### config.mk
export PLATFORM = sky130hd
export DESIGN_NAME = fetch_queue
export DESIGN_NICKNAME = d
export VERILOG_FILES = /design/src/rtl/fetch_queue.sv
export SDC_FILE = /design/constraint.sdc
export NUM_CORES = 1
export LEC_CHECK = 0
export BUFFER_PORTS_ARGS = -buffer_cell sky130_fd_sc_hd__buf_2
export CAP_MARGIN = 25
export CORE_MARGIN = 8
export CORE_UTILIZATION = 40
export DETAILED_ROUTE_END_ITERATION = 12
export PLACE_DENSITY = 0.54
export SLEW_MARGIN = 10
export SYNTH_ARGS = -nofsm -noshare
export SYNTH_HDL_FRONTEND = slang
export SYNTH_SLANG_ARGS = --single-unit
### constraint.sdc
create_clock -name clk -period 3.2 [get_ports clk]
set_input_delay 0.64 -clock clk [delete_from_list [all_inputs] [get_ports clk]]
set_output_delay 0.64 -clock clk [all_outputs]
set_load 0.01 [all_outputs]
### src/rtl/fetch_queue.sv
// Instruction-fetch front end: owns the PC, fetches over req/ack and buffers {inst, pc+4} in a FIFO.
// Optional perf counters (perf_fetch, perf_drop) are built when FETCH_PERF_CNT_EN is defined.
module fetch_queue #(
   parameter int unsigned DEPTH    = 4,
   parameter logic [31:0] RESET_PC = 32'h0000_0000
) (
   input  logic        clk,
   input  logic        rst_n,
   output logic        imem_req,
   output logic [31:0] imem_addr,
   input  logic        imem_ack,
   input  logic [31:0] imem_rdata,
   input  logic        redirect_valid,
   input  logic [31:0] redirect_pc,
   output logic        inst_valid,
   input  logic        inst_ready,
   output logic [31:0] inst_out,
   output logic [31:0] pc4_out
`ifdef FETCH_PERF_CNT_EN
   ,
   output logic [15:0] perf_fetch,
   output logic [15:0] perf_drop
`endif
);
   localparam int unsigned AW = $clog2(DEPTH);
   localparam int unsigned CW = AW + 1;
   localparam logic [CW-1:0] L_DEPTH = CW'(DEPTH);

   typedef enum logic [1:0] {S_IDLE, S_WAIT, S_DROP} state_t;

   state_t        r_state, w_state_nxt;
   logic [31:0]   r_pc, w_pc_nxt;
   logic          r_req, w_req_nxt;
   logic [31:0]   r_addr, w_addr_nxt;
   logic [AW-1:0] r_head, r_tail;
   logic [CW-1:0] r_count;
   logic [31:0]   r_inst [DEPTH];
   logic [31:0]   r_pc4  [DEPTH];
   logic          w_push, w_pop;
   logic [31:0]   w_pc4;

   assign w_pc4      = r_pc + 32'd4;
   assign inst_valid = (r_count != '0);
   assign w_pop      = inst_valid & inst_ready & ~redirect_valid;
   assign inst_out   = inst_valid ? r_inst[r_head] : '0;
   assign pc4_out    = inst_valid ? r_pc4[r_head]  : '0;
   assign imem_req   = r_req;
   assign imem_addr  = r_addr;

   always_ff @(posedge clk or negedge rst_n) begin
      if (!rst_n) begin
         r_state <= S_IDLE;
         r_pc    <= RESET_PC;
         r_req   <= 1'b0;
         r_addr  <= RESET_PC;
      end else begin
         r_state <= w_state_nxt;
         r_pc    <= w_pc_nxt;
         r_req   <= w_req_nxt;
         r_addr  <= w_addr_nxt;
      end
   end

   // r_pc always names the outstanding request while in WAIT; it advances only on an accepted ack.
   always_comb begin
      w_state_nxt = r_state;
      w_req_nxt   = r_req;
      w_addr_nxt  = r_addr;
      w_pc_nxt    = r_pc;
      w_push      = 1'b0;
      case (r_state)
         S_IDLE: begin
            if (!redirect_valid && (r_count < L_DEPTH)) begin
               w_state_nxt = S_WAIT;
               w_req_nxt   = 1'b1;
               w_addr_nxt  = r_pc;
            end
         end
         S_WAIT: begin
            if (redirect_valid) begin
               if (imem_ack) begin
                  w_state_nxt = S_IDLE;
                  w_req_nxt   = 1'b0;
               end else begin
                  w_state_nxt = S_DROP;
               end
            end else if (imem_ack) begin
               w_push   = 1'b1;
               w_pc_nxt = w_pc4;
               if ((r_count + CW'(1)) < L_DEPTH) begin
                  w_addr_nxt = w_pc4;
               end else begin
                  w_state_nxt = S_IDLE;
                  w_req_nxt   = 1'b0;
               end
            end
         end
         S_DROP: begin
            // The request already in flight must complete before a new one can issue.
            if (imem_ack) begin
               w_state_nxt = S_IDLE;
               w_req_nxt   = 1'b0;
            end
         end
         default: begin
            w_state_nxt = S_IDLE;
            w_req_nxt   = 1'b0;
         end
      endcase
      if (redirect_valid) begin
         w_pc_nxt = redirect_pc & 32'hFFFF_FFFC;
      end
   end

   always_ff @(posedge clk or negedge rst_n) begin
      if (!rst_n) begin
         r_head  <= '0;
         r_tail  <= '0;
         r_count <= '0;
      end else if (redirect_valid) begin
         r_head  <= '0;
         r_tail  <= '0;
         r_count <= '0;
      end else begin
         if (w_push) r_tail <= r_tail + AW'(1);
         if (w_pop)  r_head <= r_head + AW'(1);
         r_count <= r_count + CW'(w_push) - CW'(w_pop);
      end
   end

   always_ff @(posedge clk) begin
      if (w_push) begin
         r_inst[r_tail] <= imem_rdata;
         r_pc4[r_tail]  <= w_pc4;
      end
   end

`ifdef FETCH_PERF_CNT_EN
   logic [15:0] r_perf_fetch, r_perf_drop;
   logic        w_rsp_drop;
   logic [15:0] w_drop_inc;

   assign w_rsp_drop = imem_ack & ((r_state == S_DROP) | ((r_state == S_WAIT) & redirect_valid));
   assign w_drop_inc = 16'(w_rsp_drop) + (redirect_valid ? 16'(r_count) : 16'd0);
   assign perf_fetch = r_perf_fetch;
   assign perf_drop  = r_perf_drop;

   always_ff @(posedge clk or negedge rst_n) begin
      if (!rst_n) begin
         r_perf_fetch <= '0;
         r_perf_drop  <= '0;
      end else begin
         r_perf_fetch <= r_perf_fetch + 16'(w_push);
         r_perf_drop  <= r_perf_drop + w_drop_inc;
      end
   end
`endif
endmodule

-- Word level (Yosys, flattened, before mapping)
Memory sizes are Yosys's and may differ from the RTL's.
Index checks and enable logic that the tools add are counted.
- muxes and demuxes: 33
- reductions and logical operators: 13
- eq/ne operators: 9
- $add $sub $neg: 6
- bitwise operators: 3
- order comparisons: 2
- operator list (kind ; number):
    2-to-1 mux 32 bit ; 9
    case mux 32 bit (2 select lines) ; 1
    adder 32 x 3 -> 32 bit, second input constant ; 1
    2-to-1 mux 2 bit ; 10
    2-to-1 mux 1 bit ; 10
    != test 2 bit, second input constant ; 5
    nonzero test 2 bit ; 5
    less-than comparator 3 bit, second input constant ; 2
    != test 3 bit, second input constant ; 2
    case mux 2 bit (3 select lines) ; 1
    AND reduction 5 bit ; 1
    adder 2 x 1 -> 2 bit, second input constant ; 2
    AND reduction 4 bit ; 1
    adder 3 x 1 -> 3 bit ; 1
    adder 3 x 1 -> 3 bit, second input constant ; 1
    2-to-1 mux 3 bit ; 1
    case mux 1 bit (3 select lines) ; 1
    AND reduction 3 bit ; 1
    nonzero test 3 bit ; 1
    subtractor 3 x 1 -> 3 bit ; 1
    AND 1 bit ; 2
    == test 2 x 1 -> 1 bit, second input constant ; 1
    == test 2 bit, second input constant ; 1
    zero test 2 bit ; 1
    other kinds (4) ; 4
- output and inout port bits: 98
- flip-flop bits (word level): 74
- logic and storage cells: 75
- bits in writable memories: 256
- memories kept: 2
- memory list (memory ; words ; bits a word ; read ports ; clocked after Yosys merged registers in ; write ports ; line ; source):
    r_inst ; 4 ; 32 ; 1 ; 0 ; 1 ; 37 ; logic [31:0] r_inst [DEPTH];
    r_pc4 ; 4 ; 32 ; 1 ; 0 ; 1 ; 38 ; logic [31:0] r_pc4 [DEPTH];

-- Logic depth before layout (Yosys ltp)
- word-level depth: 6
- mapped depth: 12
- depth with buffers taken out: 10

-- Least setup slack after synthesis
No wires, ideal clock.
- path kind: input port to flip-flop
- start: input port redirect_valid
- end: memory r_inst[1][0], enable pin
- library setup time: 0.426 ns
- data required time: 2.774 ns
- cell stages on the path: 3
- path buffers: 1
- arrival time: 2.545 ns
- slack: 0.229 ns
- cell sequence: buf_4 -> nor2_1 -> and2_1
- word-level cells in the longest chain between the ends: 4
- ends and longest elaborated chain (item ; line ; source):
    start, declared ; 13 ; input logic redirect_valid,
    2-to-1 mux 1 bit ; 80 ; if (redirect_valid) begin
    2-to-1 mux 1 bit ; 71 ; case (r_state)
    2-to-1 mux 1 bit ; 132 ; if (w_push) begin
    2-to-1 mux 1 bit (implied by the code) ; 133 ; r_inst[r_tail] <= imem_rdata;
    end, declared ; 37 ;
Every way passes these cells.

-- Worst setup path after layout
- start: register r_count[1]
- end: output port pc4_out[10]
- word-level cells in the longest chain between the ends: 2
- ends and longest elaborated chain (item ; line ; source):
    start, declared ; 36 ; logic [CW-1:0] r_count;
    start signal, assigned ; 127 ; r_count <= r_count + CW'(w_push) - CW'(w_pop);
    nonzero test 3 bit ; 43 ; assign inst_valid = (r_count != '0);
    2-to-1 mux 32 bit ; 46 ; assign pc4_out = inst_valid ? r_pc4[r_head] : '0;
    end, declared ; 18 ; output logic [31:0] pc4_out
Every way passes these cells.

==> metrics.txt <==
Pins Over Slew Limit 0; die area 40500 µm²; # placed instances 1479; VDD IR-drop max 0.355 mV; Power per Cell Area 746 nW/µm²; TritonCTS clock tree built; Wirelength per Cell 20.6 µm; crit path DAT 2.38 ns; initial antenna violation count 0; fillcell total 3017; Fmax 331 MHz; Reg power frac 0.420; Post-synth ARST share 0.220; clk root buf clkbuf_16; complex-gate fraction of the synthesized area 0.0282; Post-CTS Setup Bufs 0; critical path capture point type output pin; Yosys cell types 47; Starting Density 0.401; Final Non-Filler Cells 1541; xor/xnor cell area share of the yosys netlist 0.0568; Primary FF master, synth edfxtp_1; total CTS buffers 36; Fin Clk Skew 0.0137 ns; Layout area overhead 18.6%; Sw Ratio 0.288; largest net degree at the start of global routing 63; Final WS setup 0.183 ns; Slew headroom 0.551; Clock Tree Buf Depth 3; status complete, no violations; Setup-failing EPs final 0; post-route DRC violation count 0; via count 7769; I/O pin cnt 167; Worst R2R Setup Slack 0.63 ns; post-cts hold buffer count 0; leakage 5.86 nW; DRT Pass-1 Iters 5; row cnt 68; Setup TNS Final 0 ns; CP Launch Type flip-flop; Die X-Extent 201 µm; Comb pwr share 0.249; Post-Syn Instances 901; EDFF count, synth 248; grt total ovfl 0; FF-to-FF End r_count[2]; post-synthesis sequential area ratio 0.670; share of cells above drive strength 1 0.295; Post-Route WL 31.8 mm; commonest non-fill, non-tap cell in the layout edfxtp_1; post-synthesis simple-gate area fraction 0.106; TritonCTS Sinks 318; post-synthesis register bit count 318; first-pass GRT wire length 50.5 mm; Data required, critical path 2.56 ns; worst reg2reg path depth 10; vias per inst 5.04; Mapped Avg Cell Area 15.2 µm²; minimum clock period after layout 3.02 ns; GP Congestion 0.750; internal power 0.00865 W; commonest non-fill, non-tap cells in the layout edfxtp_1, buf_2, nand2_1; critical path type reg -> out; PortBufs 160; Period Utilization, post-route 0.943; hold crit path type in -> async; fraction of synthesized area in multiplexers 0.103; worst reg2reg startpoint r_count[1]; vias in the first global route 8490; Pwr Total 0.0122 W; nets 1139; Tot GR Track Use 0.158; switching pwr 0.00350 W; largest family of logic cells by synthesized area simple AND/OR/NAND/NOR gates; Final Hold Viols 0; pre-CTS WS 0.628 ns; Max Cap Viol 0; sequential cell area 9200 µm²; hpwl dp 20.6 mm; post_cts resized 0; CTS H-tree depth 2; post-synthesis adder-cell area fraction 0.00784; core area 34200 µm²; RSZ-0062 raised after global routing false; DRT iter0 DRCs 355; Worst-Skew Late Latency 0.51 ns; critical path fanouts, max 53; Routed Antenna Nets 0; Worst-path clk slew 0.06 ns; Post-Syn Area 13700 µm²; Die Y 201 µm; YS warnings 0; Worst Max-Slew Pin Slew 0.674 ns; Multi-input gate area 4190 µm²; power share of the clock group 0.331
==> power by group through the flow <==
| stage | Combinational, W | Sequential, W | Clock (W) |
|---|---|---|---|
| final | 0.00303 | 0.00510 | 0.00403 |
| after global routing | 0.00339 | 0.00515 | 0.00430 |
| after detailed placement | 0.00314 | 0.00519 | 0 |
| after CTS | 0.00314 | 0.00511 | 0.00416 |
| after global placement | 0.00312 | 0.00518 | 0 |
| after floorplan | 0.00188 | 0.00513 | 0 |
==> area by class of cell <==
type                            instances  share of cell area
Tap cell                              455              0.0350
Antenna cell                            1            0.000154
Sequential cell                       318               0.565
Clock buffer                           46              0.0595
Inverter                                7             0.00161
Timing Repair Buffer                  188              0.0707
Clock inverter                         15              0.0109
Multi-Input combinational cell        511               0.257
==> cell families (layout without fill, tap and decap cells) <==
family	Yosys count	count (layout)
AND/OR/NAND/NOR	274	274
adder cells (fa/ha/maj)	8	8
XOR/XNOR	89	89
other	1	5
AO/OA/AOI/OAI	72	72
multiplexers	64	64
flip-flops	318	318
buffers and inverters	75	256
==> synthesized netlist by cell type, types with 3 or more instances <==
master / number / area [µm²]
xnor2_1: 42 / 368
nor2_1: 31 / 116
o31a_1: 4 / 35.0
nor4_1: 7 / 43.8
dfrtp_1: 70 / 1750
and3_1: 7 / 43.8
o21ai_0: 57 / 285
xor2_1: 47 / 412
buf_2: 21 / 105
mux4_2: 62 / 1400
clkbuf_1: 27 / 101
nand2b_1: 4 / 25.0
inv_1: 7 / 26.3
ha_1: 7 / 87.6
buf_4: 18 / 135
nand4_1: 20 / 125
a21oi_1: 4 / 20.0
nand3_1: 20 / 100
and2_1: 68 / 425
nor2b_1: 3 / 18.8
nand2_1: 79 / 297
nor3_1: 14 / 70.1
and4_1: 5 / 43.8
a31oi_1: 3 / 18.8
edfxtp_1: 248 / 7450
==> worst max-delay path by stage <==
stage / start / to / slack (ns) / depth (start not counted)
floorplan: redirect_valid / r_inst[1][0] / 0.23 / 3
global placement: r_count[1] / r_count[2] / 0.62 / 10
detailed placement: r_count[1] / r_count[2] / 0.63 / 10
CTS: r_count[1] / pc4_out[10] / 0.10 / 4
global route: r_count[1] / pc4_out[10] / 0.05 / 4
finish: r_count[1] / pc4_out[10] / 0.18 / 4
==> critical path: stages (launching register included) <==
cell and delay, ns:
dfrtp_1 0.43, or3_2 0.63, buf_4 0.37, and2_1 0.26
buf_2 0.15
==> sequential cells by signal (all words and copies together), names as in the netlist <==
name       cells
r_inst       128
r_pc4        120
r_tail         2
imem_addr     30
r_head         2
r_pc          30
r_count        3
imem_req       1
r_state        2
==> per-stage QoR <==
stage / instance area (µm²) / util / hold slack, ns
floorplan: 13700 / - / 0.344
global placement: 15100 / 0.443 / 0.460
detailed placement: 15100 / 0.443 / 0.470
CTS: 16300 / 0.476 / 0.179
global route: 16300 / 0.476 / 0.218
finish: 16300 / 0.476 / 0.165
==> routing by layer <==
layer,global-route usage,up-vias,share of wire
met3,0.0365,42,0.053
met1,0.216,3904,0.47
li1,-,3648,-
met4,0.0397,0,0.019
met5,0,-,0
met2,0.251,175,0.46
No activity file was read; power rests on OpenSTA's default activity.
